--- config.mk ---
export PLATFORM = sky130hd
export DESIGN_NAME = muldiv_seq_flat
export DESIGN_NICKNAME = d
export VERILOG_FILES = /design/src/rtl/muldiv_seq_if.sv /design/src/rtl/muldiv_seq.sv /design/src/flat_wrapper.sv
export SDC_FILE = /design/constraint.sdc
export NUM_CORES = 1
export LEC_CHECK = 0
export BUFFER_PORTS_ARGS = -buffer_cell sky130_fd_sc_hd__buf_2
export CAP_MARGIN = 20
export CORE_ASPECT_RATIO = 0.5
export CORE_MARGIN = 4
export CORE_UTILIZATION = 50
export DETAILED_ROUTE_END_ITERATION = 8
export PLACE_DENSITY = 0.67
export SLEW_MARGIN = 40
export SYNTH_ARGS = -nofsm -noshare
export SYNTH_HDL_FRONTEND = slang
export SYNTH_SLANG_ARGS = --single-unit
--- constraint.sdc ---
create_clock -name clk -period 12.96 [get_ports clk]
set_input_delay 0.648 -clock clk [delete_from_list [all_inputs] [get_ports clk]]
set_output_delay 0.648 -clock clk [all_outputs]
set_load 0.01 [all_outputs]
--- src/rtl/muldiv_seq_if.sv ---
// -----------------------------------------------------------------------------
// muldiv_seq_if
// Handshake and operand bundle between the CPU control unit and the
// multi-cycle multiply/divide sequencer.
//
//   start  : launch request (CPU -> sequencer)
//   op     : 00 MULT, 01 MULTU, 10 DIV, 11 DIVU, sampled with start
//   a, b   : Rs / Rt operands, sampled with start
//   flush  : abort from the exception path
//   busy   : operation in progress, CPU stalls (sequencer -> CPU)
//   done   : one-cycle pulse, hi/lo carry the new result
//   hi, lo : product high/low words, or remainder/quotient
//
// Modports: master = CPU side, slave = sequencer side.
// -----------------------------------------------------------------------------
interface muldiv_seq_if #(
   parameter int WIDTH = 32
);
   logic             start;
   logic [1:0]       op;
   logic [WIDTH-1:0] a;
   logic [WIDTH-1:0] b;
   logic             flush;
   logic             busy;
   logic             done;
   logic [WIDTH-1:0] hi;
   logic [WIDTH-1:0] lo;

   modport master (
      output start, op, a, b, flush,
      input  busy, done, hi, lo
   );

   modport slave (
      input  start, op, a, b, flush,
      output busy, done, hi, lo
   );
endinterface

--- src/rtl/muldiv_seq.sv ---
// -----------------------------------------------------------------------------
// muldiv_seq
// Iterative sequencer for MULT/MULTU/DIV/DIVU feeding the HI/LO registers.
// One shift-add (multiply) or restoring-subtract (divide) step per cycle for
// WIDTH cycles, then one sign-correction cycle, then a one-cycle done pulse.
// Signed operations run on magnitudes; the signs are applied in FIX.
//
// Ports:
//   clk  : rising-edge clock
//   rst  : asynchronous, active-high reset
//   bus  : muldiv_seq_if.slave (start/op/a/b/flush in, busy/done/hi/lo out)
//
// Optional feature macro: MULDIV_EARLY_TERM_EN
//   When defined, multiplies leave CALC as soon as the remaining multiplier
//   bits are all zero. Divides always take the full WIDTH steps.
// -----------------------------------------------------------------------------
module muldiv_seq #(
   parameter int WIDTH = 32
) (
   input logic          clk,
   input logic          rst,
   muldiv_seq_if.slave  bus
);

   localparam int                 CNT_W    = $clog2(WIDTH);
   localparam logic [CNT_W-1:0]   CNT_LAST = CNT_W'(WIDTH - 1);
   localparam logic [CNT_W-1:0]   CNT_ONE  = CNT_W'(1);
   localparam logic [CNT_W-1:0]   CNT_ZERO = {CNT_W{1'b0}};
   localparam logic [WIDTH-1:0]   ZERO_W   = {WIDTH{1'b0}};
   localparam logic [WIDTH-1:0]   ONES_W   = {WIDTH{1'b1}};
   localparam logic [WIDTH-1:0]   ONE_W    = {{(WIDTH-1){1'b0}}, 1'b1};
   localparam logic [2*WIDTH-1:0] ZERO_2W  = {(2*WIDTH){1'b0}};
   localparam logic [2*WIDTH-1:0] ONE_2W   = {{(2*WIDTH-1){1'b0}}, 1'b1};
   localparam logic [WIDTH:0]     ZERO_R   = {(WIDTH+1){1'b0}};

   typedef enum logic [1:0] {
      ST_IDLE = 2'd0,
      ST_CALC = 2'd1,
      ST_FIX  = 2'd2,
      ST_DONE = 2'd3
   } state_t;

   // Two's-complement negate of a WIDTH-bit word.
   function automatic logic [WIDTH-1:0] neg_w(input logic [WIDTH-1:0] x);
      neg_w = (~x) + ONE_W;
   endfunction

   // Two's-complement negate of a 2*WIDTH-bit word.
   function automatic logic [2*WIDTH-1:0] neg_2w(input logic [2*WIDTH-1:0] x);
      neg_2w = (~x) + ONE_2W;
   endfunction

   // Magnitude of a signed WIDTH-bit word (0x80..0 maps to itself, which is
   // the correct unsigned magnitude).
   function automatic logic [WIDTH-1:0] abs_w(input logic [WIDTH-1:0] x);
      abs_w = x[WIDTH-1] ? neg_w(x) : x;
   endfunction

   state_t             state_r;
   state_t             fsm_next_s;
   state_t             state_next_s;
   logic               launch_s;
   logic               last_step_s;
   logic [CNT_W-1:0]   cnt_r;

   logic               is_div_r;
   logic               sa_r;
   logic               sb_r;
   logic               dz_r;
   logic [WIDTH-1:0]   a_raw_r;

   // multiply datapath
   logic [2*WIDTH-1:0] acc_r;
   logic [2*WIDTH-1:0] mcand_r;
   logic [WIDTH-1:0]   mplier_r;
   logic [2*WIDTH-1:0] acc_step_s;

   // divide datapath; rem_r carries one extra bit for the trial subtract
   logic [WIDTH:0]     rem_r;
   logic [WIDTH-1:0]   quot_r;
   logic [WIDTH-1:0]   divisor_r;
   logic [WIDTH+1:0]   rem_sh_s;
   logic [WIDTH+1:0]   sub_s;

   logic               op_signed_s;
   logic [WIDTH-1:0]   a_mag_s;
   logic [WIDTH-1:0]   b_mag_s;

   logic [2*WIDTH-1:0] prod_fix_s;
   logic [WIDTH-1:0]   quot_fix_s;
   logic [WIDTH-1:0]   rem_fix_s;
   logic [WIDTH-1:0]   hi_res_s;
   logic [WIDTH-1:0]   lo_res_s;

   logic [WIDTH-1:0]   hi_r;
   logic [WIDTH-1:0]   lo_r;
   logic               busy_r;
   logic               done_r;

   assign bus.busy = busy_r;
   assign bus.done = done_r;
   assign bus.hi   = hi_r;
   assign bus.lo   = lo_r;

   // Operand capture: signed ops work on magnitudes, op[0]=1 means unsigned.
   always_comb begin
      op_signed_s = ~bus.op[0];
      if (op_signed_s) begin
         a_mag_s = abs_w(bus.a);
         b_mag_s = abs_w(bus.b);
      end else begin
         a_mag_s = bus.a;
         b_mag_s = bus.b;
      end
   end

   // Last CALC step detection (optionally cut short for small multipliers).
   always_comb begin
`ifdef MULDIV_EARLY_TERM_EN
      // mplier_r[WIDTH-1:1] is the multiplier left after this step's shift.
      last_step_s = (cnt_r == CNT_LAST) ||
                    (!is_div_r && (mplier_r[WIDTH-1:1] == {(WIDTH-1){1'b0}}));
`else
      last_step_s = (cnt_r == CNT_LAST);
`endif
   end

   // Next-state logic; flush overrides every transition and suppresses launch.
   always_comb begin
      fsm_next_s = state_r;
      launch_s   = 1'b0;
      case (state_r)
         ST_IDLE, ST_DONE: begin
            if (bus.start) begin
               fsm_next_s = ST_CALC;
               launch_s   = 1'b1;
            end else begin
               fsm_next_s = ST_IDLE;
            end
         end
         ST_CALC: begin
            if (last_step_s) begin
               fsm_next_s = ST_FIX;
            end else begin
               fsm_next_s = ST_CALC;
            end
         end
         ST_FIX: begin
            fsm_next_s = ST_DONE;
         end
         default: begin
            fsm_next_s = ST_IDLE;
         end
      endcase
      if (bus.flush) begin
         state_next_s = ST_IDLE;
         launch_s     = 1'b0;
      end else begin
         state_next_s = fsm_next_s;
      end
   end

   // State register plus registered busy/done derived from the next state.
   always_ff @(posedge clk or posedge rst) begin
      if (rst) begin
         state_r <= ST_IDLE;
         busy_r  <= 1'b0;
         done_r  <= 1'b0;
      end else begin
         state_r <= state_next_s;
         busy_r  <= (state_next_s == ST_CALC) || (state_next_s == ST_FIX);
         done_r  <= (state_next_s == ST_DONE);
      end
   end

   // Single-step arithmetic for both engines.
   always_comb begin
      if (mplier_r[0]) begin
         acc_step_s = acc_r + mcand_r;
      end else begin
         acc_step_s = acc_r;
      end
      // Bring down the next dividend bit, then try subtracting the divisor;
      // a set MSB of the difference means the trial went negative.
      rem_sh_s = {rem_r, quot_r[WIDTH-1]};
      sub_s    = rem_sh_s - {2'b00, divisor_r};
   end

   // Datapath registers: load on launch, step while in CALC.
   always_ff @(posedge clk or posedge rst) begin
      if (rst) begin
         cnt_r     <= CNT_ZERO;
         is_div_r  <= 1'b0;
         sa_r      <= 1'b0;
         sb_r      <= 1'b0;
         dz_r      <= 1'b0;
         a_raw_r   <= ZERO_W;
         acc_r     <= ZERO_2W;
         mcand_r   <= ZERO_2W;
         mplier_r  <= ZERO_W;
         rem_r     <= ZERO_R;
         quot_r    <= ZERO_W;
         divisor_r <= ZERO_W;
      end else if (launch_s) begin
         cnt_r     <= CNT_ZERO;
         is_div_r  <= bus.op[1];
         sa_r      <= op_signed_s & bus.a[WIDTH-1];
         sb_r      <= op_signed_s & bus.b[WIDTH-1];
         dz_r      <= bus.op[1] & (bus.b == ZERO_W);
         a_raw_r   <= bus.a;
         acc_r     <= ZERO_2W;
         mcand_r   <= {ZERO_W, a_mag_s};
         mplier_r  <= b_mag_s;
         rem_r     <= ZERO_R;
         quot_r    <= a_mag_s;
         divisor_r <= b_mag_s;
      end else if ((state_r == ST_CALC) && !bus.flush) begin
         cnt_r <= cnt_r + CNT_ONE;
         if (is_div_r) begin
            if (sub_s[WIDTH+1]) begin
               rem_r  <= rem_sh_s[WIDTH:0];
               quot_r <= {quot_r[WIDTH-2:0], 1'b0};
            end else begin
               rem_r  <= sub_s[WIDTH:0];
               quot_r <= {quot_r[WIDTH-2:0], 1'b1};
            end
         end else begin
            acc_r    <= acc_step_s;
            mcand_r  <= {mcand_r[2*WIDTH-2:0], 1'b0};
            mplier_r <= {1'b0, mplier_r[WIDTH-1:1]};
         end
      end
   end

   // Sign correction and divide-by-zero override, consumed in FIX.
   always_comb begin
      if (sa_r ^ sb_r) begin
         prod_fix_s = neg_2w(acc_r);
         quot_fix_s = neg_w(quot_r);
      end else begin
         prod_fix_s = acc_r;
         quot_fix_s = quot_r;
      end
      // Remainder takes the sign of the dividend.
      if (sa_r) begin
         rem_fix_s = neg_w(rem_r[WIDTH-1:0]);
      end else begin
         rem_fix_s = rem_r[WIDTH-1:0];
      end
      if (!is_div_r) begin
         hi_res_s = prod_fix_s[2*WIDTH-1:WIDTH];
         lo_res_s = prod_fix_s[WIDTH-1:0];
      end else if (dz_r) begin
         hi_res_s = a_raw_r;
         lo_res_s = ONES_W;
      end else begin
         hi_res_s = rem_fix_s;
         lo_res_s = quot_fix_s;
      end
   end

   // Result registers: written only on the FIX->DONE edge, held otherwise.
   always_ff @(posedge clk or posedge rst) begin
      if (rst) begin
         hi_r <= ZERO_W;
         lo_r <= ZERO_W;
      end else if ((state_r == ST_FIX) && !bus.flush) begin
         hi_r <= hi_res_s;
         lo_r <= lo_res_s;
      end
   end

endmodule

--- src/flat_wrapper.sv ---
// flat-port wrapper written by rule: the top's interface ports become plain ports
module muldiv_seq_flat 
#(
   parameter int WIDTH = 32
)
  (clk, rst, bus_start, bus_op, bus_a, bus_b, bus_flush, bus_busy, bus_done, bus_hi, bus_lo);
  muldiv_seq_if #(.WIDTH(WIDTH)) bus_i ();
  input logic clk;
  input logic rst;
  input wire logic [$bits(bus_i.start)-1:0] bus_start;
  input wire logic [$bits(bus_i.op)-1:0] bus_op;
  input wire logic [$bits(bus_i.a)-1:0] bus_a;
  input wire logic [$bits(bus_i.b)-1:0] bus_b;
  input wire logic [$bits(bus_i.flush)-1:0] bus_flush;
  output wire logic [$bits(bus_i.busy)-1:0] bus_busy;
  output wire logic [$bits(bus_i.done)-1:0] bus_done;
  output wire logic [$bits(bus_i.hi)-1:0] bus_hi;
  output wire logic [$bits(bus_i.lo)-1:0] bus_lo;
  assign bus_i.start = bus_start;
  assign bus_i.op = bus_op;
  assign bus_i.a = bus_a;
  assign bus_i.b = bus_b;
  assign bus_i.flush = bus_flush;
  assign bus_busy = bus_i.busy;
  assign bus_done = bus_i.done;
  assign bus_hi = bus_i.hi;
  assign bus_lo = bus_i.lo;
  muldiv_seq #(.WIDTH(WIDTH)) u_core (.clk(clk), .rst(rst), .bus(bus_i));
endmodule
==> results of run 1 <==
[worst max-delay path: cells and delay by family, from the launching register on]
| kind | cells | cell delay (ns) |
|---|---|---|
| DFF | 1 | 0.46 |
| and+or+nand+nor | 10 | 3.75 |
[cell usage in the layout, fill, tap and decap left out, types with 43 or more instances in the layout]
master   netlist  layout
a21o_1        58      58
a21oi_1      257     256
buf_2          5     135
o21ai_0      228     228
nand3_1       49      48
nand2_1      601     601
nor3_1        50      50
inv_1         81      80
o31ai_1       43      43
and3_1        43      43
dfrtp_1      366     364
ha_1         105     105
a31oi_1       83      83
xnor2_1      157     156
nor2_1       202     200
xor2_1        97      96
[power by group through the flow]
stage / registers [mW] / clock network, mW / logic, mW
after global routing: 1.46 / 1.28 / 1.58
after CTS: 1.44 / 1.23 / 1.42
after floorplan: 1.40 / 0 / 1.07
final: 1.44 / 1.22 / 1.44
after detailed placement: 1.46 / 0 / 1.41
after global placement: 1.45 / 0 / 1.39
[metrics by stage]
stage	cells	hold WS, ns	instance area, um2
after CTS	3725	0.2878	27040
final	3725	0.1538	27060
after floorplan	3025	0.4401	24560
after detailed placement	3659	0.4584	25690
after global routing	3725	0.2132	27060
after global placement	3658	0.4575	25660
[registers in the layout, indices dropped and copies added (netlist names), 2 cells and up]
register / cells
u_core.quot_r: 32
u_core.cnt_r: 5
u_core.bus.hi: 32
u_core.state_r: 2
u_core.a_raw_r: 32
u_core.mplier_r: 32
u_core.mcand_r: 64
u_core.acc_r: 64
u_core.bus.lo: 32
u_core.rem_r: 33
u_core.divisor_r: 32
[layer usage]
layer | part of all wire, % | up-vias
met5 | 0 | -
met4 | 3.6 | 0
met3 | 8.2 | 143
met2 | 42 | 891
met1 | 46 | 10850
li1 | - | 10750
[kinds of logic after synthesis]
logic type                 count (synthesis)  synth area share [%]
AOI/OAI and AO/OA                        874                 21.82
DFF                                      366                 37.30
xor gates and xnor gates                 255                 9.171
buffers and inverters                    259                 4.000
muxes                                     44                 1.809
adders and majority gates                107                 5.513
and+or+nand+nor                         1120                 20.40
[layout make-up]
type / instances / area, um2
Clock buffer: 52 / 1137
Clock inverter: 14 / 212.7
Fill cell: 4535 / 21510
Inverter: 81 / 316.6
Multi-Input combinational cell: 2400 / 14510
Sequential cell: 366 / 9161
Tap cell: 649 / 812.0
Timing Repair Buffer: 163 / 912.1
[path summary, 6_finish.rpt]
kind / from / end / slack (ns) / cells after the start
worst max-delay path: u_core.acc_r[10] / u_core.bus.hi[28] / 8.63 / 10
worst min-delay path: rst / u_core.quot_r[17] / 0.15 / 2
worst max register to register: u_core.acc_r[10] / u_core.bus.hi[28] / 8.63 / 10
worst min register to register: u_core.bus.hi[21] / u_core.bus.hi[21] / 0.47 / 2
max in group asynchronous: rst / u_core.mplier_r[6] / 10.99 / 4
min in group clk: bus_a[12] / u_core.a_raw_r[12] / 0.37 / 3
==> flow_summary.toml, run 1 <==
[grt]
use_met2_pct = 42.25
grt_pass1_wl_mm = 119.6
grt_max_degree = 117
antenna_found_initial = 0
grt_busiest_layer = "met2"
grt_use_total_pct = 28.36
overflow = 0
grt_pass1_vias = 20990
use_met3_pct = 4.653
grtUsageMet1_pct = 41.98

[clocking]
path_clk_slew_ns = 0.07
post_cts_buffers = 0
cts_sinks = 366
cts_hold_buf = 0
cts_root_buf = "clkbuf_16"
cts_buffers = 38
cts_resized = 0
clock_latency_ns = 0.55
ctsHtreeMaxLevel = 2
cts_tree = "yes"
clk_path_buf_depth = 3

[sta]
hold_violations = 0
max_clock_freq_mhz = 230.7
setup_slack_ns = 8.625
grt_setup_unrepaired = "false"
finClkSkew_ns = 0.01751
finalMaxSlewViolations = 0
post-route-period-util_pct = 33.45
finalSetupTns_ns = 0
setup_viol = 0
maxSlewHeadroom_pct = 42.30
fin_crit_ns = 4.335
worstMarginPinSlew_ns = 0.8654

[synthesis]
ys_seq_area_share_pct = 37.30
synth_top_area_cell = "dfrtp_1"
synth_top_area_share_pct = 37.30
async_flop_share_pct = 100.0
ys_types = 83
ys_seq_elements = 366
synth_edf_count = 0
synth_cells = 3025
synth_area_leaders = "dfrtp_1 (37%), nand2_1 (9.2%), xnor2_1 (5.6%), ha_1 (5.3%), a21oi_1 (5.2%)"
synth_area_um2 = 24560
synth_ff_type = "dfrtp_1"
synth_warnings = 0
synth.avg_cell_area_um2 = 8.118
synthMostInstantiatedCell = "nand2_1"
syn_nets = 3202
synthTopCellsByCount = "nand2_1 (601), dfrtp_1 (366), a21oi_1 (257), o21ai_0 (228), nor2_1 (202)"

[power]
comb_power_share_pct = 35.1
max-vdd-ir-drop_mv = 0.08729
seq_power_share_pct = 35.2
power_mw = 4.093
p_leak_nw = 12.55
clockPowerShare_pct = 29.7
p_int_mw = 2.550
switching_share_pct = 37.70
powerDensity_nw_per_um2 = 151.3
p_switching_mw = 1.543

[detailed_routing]
drt_wl_total_mm = 76.34
dr_total_vias = 22630
viasPerCell = 6.075
drt-wirelength-per-cell_um = 20.49
drc = 0
antenna_left = 0
drt_iter0_markers = 2068
drtPass1Iterations = 5

[floorplan]
rows = 57
dieArea_um2 = 52940
chipWidth_um = 321.4
io_pins = 136
initial_core_util_pct = 50.56
die_h_um = 164.7
coreArea_um2 = 48570

[worst_setup_path]
crit_type = "reg -> reg"
end_kind = "register"
timing.critical_path.cells = "nor4_1 -> nor4b_2 -> nand4_1 -> nor4b_2 -> and3_1 -> nand3_1 -> nor4_2 -> nor3_1 -> nor4b_1 -> nor2_1"
critPathArrivalTime_ns = 4.77
cp.required_ns = 13.39
crit_slowest_cell = "nor4b_2"
cp_max_fo = 7
start_kind = "register"
cpPeakStageDelay_ns = 0.74
cp_common_cell = "nor4b_2"

[job]
maxCapViolCount = 0

[final_layout]
drive_gt1_share_pct = 9.168
fin_nets = 3227
diodes = 0
final_core_util_pct = 55.72
area.growth.synth_to_final_pct = 10.20

[min_path]
min_path_type = "in -> async"

[placement]
hpwlAfterDp_mm = 54.88
gp_congestion = 0.9672
portBuffers = 135
pre_cts_ws_ns = 8.813

[run_status]
status = "complete, no violations"
Power figures use the tool's default switching activity.
==> run 2, diff against run 1 <==
- ABC_AREA: not set -> 1
- clock period: 12.96 -> 4.55 ns (I/O delays scaled with it)
==> run 2 against run 1 <==
Net effect:
- sequential cell count did not move
- utilization fell by 0.17 points
- total power increased to 3.9 times the previous value
- fmax is 41% higher
- synthesized cell count rose by 56%
- worst hold slack got worse by 0.14 ns
- highest routed layer is now met5
==> flow_summary.toml, run 2 <==
[synthesis]
synth_ff_type = "dfrtp_1"
synth_cells = 4722
synth_top_area_cell = "dfrtp_1"
synthTopCellsByCount = "nand2_1 (1474), inv_1 (694), nor2_1 (531), nand3_1 (432), dfrtp_1 (366)"
ys_seq_elements = 366
async_flop_share_pct = 100.0
synth_area_leaders = "dfrtp_1 (32%), nand2_1 (19%), inv_1 (9.0%), nand3_1 (7.5%), nor2_1 (6.9%)"
ys_types = 46
synth_warnings = 0
synth_top_area_share_pct = 31.59
synth.avg_cell_area_um2 = 6.141
ys_seq_area_share_pct = 31.59
synth_area_um2 = 29000
synthMostInstantiatedCell = "nand2_1"
synth_edf_count = 0
syn_nets = 4899

[floorplan]
coreArea_um2 = 57410
initial_core_util_pct = 50.51
io_pins = 136
dieArea_um2 = 62140
rows = 62
chipWidth_um = 348.6
die_h_um = 178.3

[grt]
grtUsageMet1_pct = 51.90
overflow = 0
grt_busiest_layer = "met2"
grt_max_degree = 109
antenna_found_initial = 4
grt_pass1_wl_mm = 174.1
grt_use_total_pct = 36.44
use_met2_pct = 56.01
grt_pass1_vias = 28980
use_met3_pct = 6.978

[min_path]
min_path_type = "in -> reg"
worstHoldStart = "bus_a[2]"
holdPathEnd = "u_core.a_raw_r[2]"
hold_path_depth = 3

[power]
max-vdd-ir-drop_mv = 0.5142
powerDensity_nw_per_um2 = 501.4
power_mw = 15.99
p_leak_nw = 17.11

[clocking]
clk_path_buf_depth = 3
clock_latency_ns = 0.58
cts_buffers = 38
cts_tree = "yes"
ctsHtreeMaxLevel = 2
path_clk_slew_ns = 0.07
cts_root_buf = "clkbuf_16"
post_cts_buffers = 0
cts_sinks = 366

[sta]
worstMarginPinSlew_ns = 0.9177
finClkSkew_ns = 0.02745
fin_crit_ns = 3.073
finalMaxSlewViolations = 0
max_clock_freq_mhz = 325.4
setup_slack_ns = 1.477
maxSlewHeadroom_pct = 38.18
grt_setup_unrepaired = "false"
finalSetupTns_ns = 0
setup_viol = 0
hold_ws_ns = 0.01598
post-route-period-util_pct = 67.53
hold_violations = 0

[run_status]
status = "complete, no violations"

[worst_setup_path]
r2r_slack_ns = 1.48
startpoint = "u_core.state_r[0]"
cp_max_fo = 33
crit_slowest_cell = "inv_2"
cpPeakStageDelay_ns = 0.65
cp_common_cell = "nand2_1"
critPathArrivalTime_ns = 3.57
r2r_cells = 11
reg2reg_from = "u_core.state_r[0]"
rr_endpoint = "u_core.rem_r[11]"
cp_top_family = "buffers and inverters"
cp.required_ns = 5.05
crit_type = "reg -> reg"
end_kind = "register"
start_kind = "register"
crit_buf_inv = 5
timing.critical_path.cells = "inv_1 -> ha_1 -> nand2_1 -> nor2_4 -> buf_4 -> inv_4 -> nand2_1 -> inv_2 -> buf_4 -> nand2_1 -> nand2_1"

[final_layout]
final_area_um2 = 31890
ff_latch_area_um2 = 9160
nFillCells = 5898
layout_common_cells = "nand2_1 (1474), inv_1 (692), nor2_1 (527)"
area.growth.synth_to_final_pct = 9.968
drive_gt1_share_pct = 5.779
final_core_util_pct = 55.55
stdcell_count = 5614
fin_nets = 4993
multiInputGateArea_um2 = 16550
final_common_cell = "nand2_1"
reg.largest.list = "u_core.acc_r (64), u_core.mcand_r (64), u_core.rem_r (33)"

[detailed_routing]
drt-wirelength-per-cell_um = 20.53
antenna_left = 0
drtPass1Iterations = 7
drt_iter0_markers = 3634
drt_wl_total_mm = 115.2
viasPerCell = 5.664
drc = 0
dr_total_vias = 31800

[placement]
portBuffers = 135
pre_cts_ws_ns = 1.591
hpwlAfterDp_mm = 89.85
post-place-cells = 5514
place_area_um2 = 30310
gp_congestion = 1.015

[job]
maxCapViolCount = 0
run 2: cell count changes after synthesis, sizes merged, moves of 50 or more:
cell,before,now
o21ai,235,336
nand3,49,434
a21o,58,3
xnor2,158,18
buf,22,72
nand2,602,1477
xor2,97,18
nor2,202,542
inv,81,702
clkbuf,156,75
run 2: cell type report:
type                            instances  area share, %
Antenna cell                            1       0.007848
Clock buffer                           51          3.359
Clock inverter                         18         0.6357
Inverter                              702          8.283
Multi-Input combinational cell       3507          51.91
Sequential cell                       366          28.73
Tap cell                              768          3.014
Timing Repair Buffer                  201          4.061
run 2: worst max path at each step:
stage,to,slack [ns],depth (start not counted)
global route,u_core.rem_r[10],1.33,11
detailed placement,u_core.rem_r[11],1.59,11
floorplan,u_core.a_raw_r[0],-0.59,1
global placement,u_core.rem_r[20],1.51,10
CTS,u_core.rem_r[11],1.57,11
finish,u_core.rem_r[11],1.48,11
run 2: metal layers:
layer  part of all wire (%)  vias up
met5                  0.023        -
met4                    3.4        6
met3                    9.9      202
met2                     42     1415
met1                     44    14880
li1                       -    15300
run 2: kinds of logic after synthesis:
| family | count (synthesis) | synth area share, % |
|---|---|---|
| flip-flops | 366 | 31.59 |
| XOR/XNOR | 36 | 1.087 |
| AO/OA/AOI/OAI | 791 | 14.74 |
| adder cells (fa/ha/maj) | 107 | 4.669 |
| buffers and inverters | 849 | 11.44 |
| AND/OR/NAND/NOR | 2573 | 36.47 |
run 2: worst register-to-register path, cell delays in order, from the launching register on:
cell     delay, ns
dfrtp_1       0.35
inv_1         0.05
ha_1          0.29
nand2_1       0.18
nor2_4        0.09
buf_4         0.23
inv_4         0.22
nand2_1       0.32
inv_2         0.66
buf_4         0.42
nand2_1       0.10
nand2_1       0.08
run 2: where the power goes:
part	internal [mW]	switching, mW
clock	1.85	1.53
sequential	3.94	0.916
combinational	2.33	5.43
run 2: repair_timing:
item | CTS | global route
gates resized for setup | 0 | 0
endpoints found under the hold margin | 35 | 0
hold buffers | 30 | 0
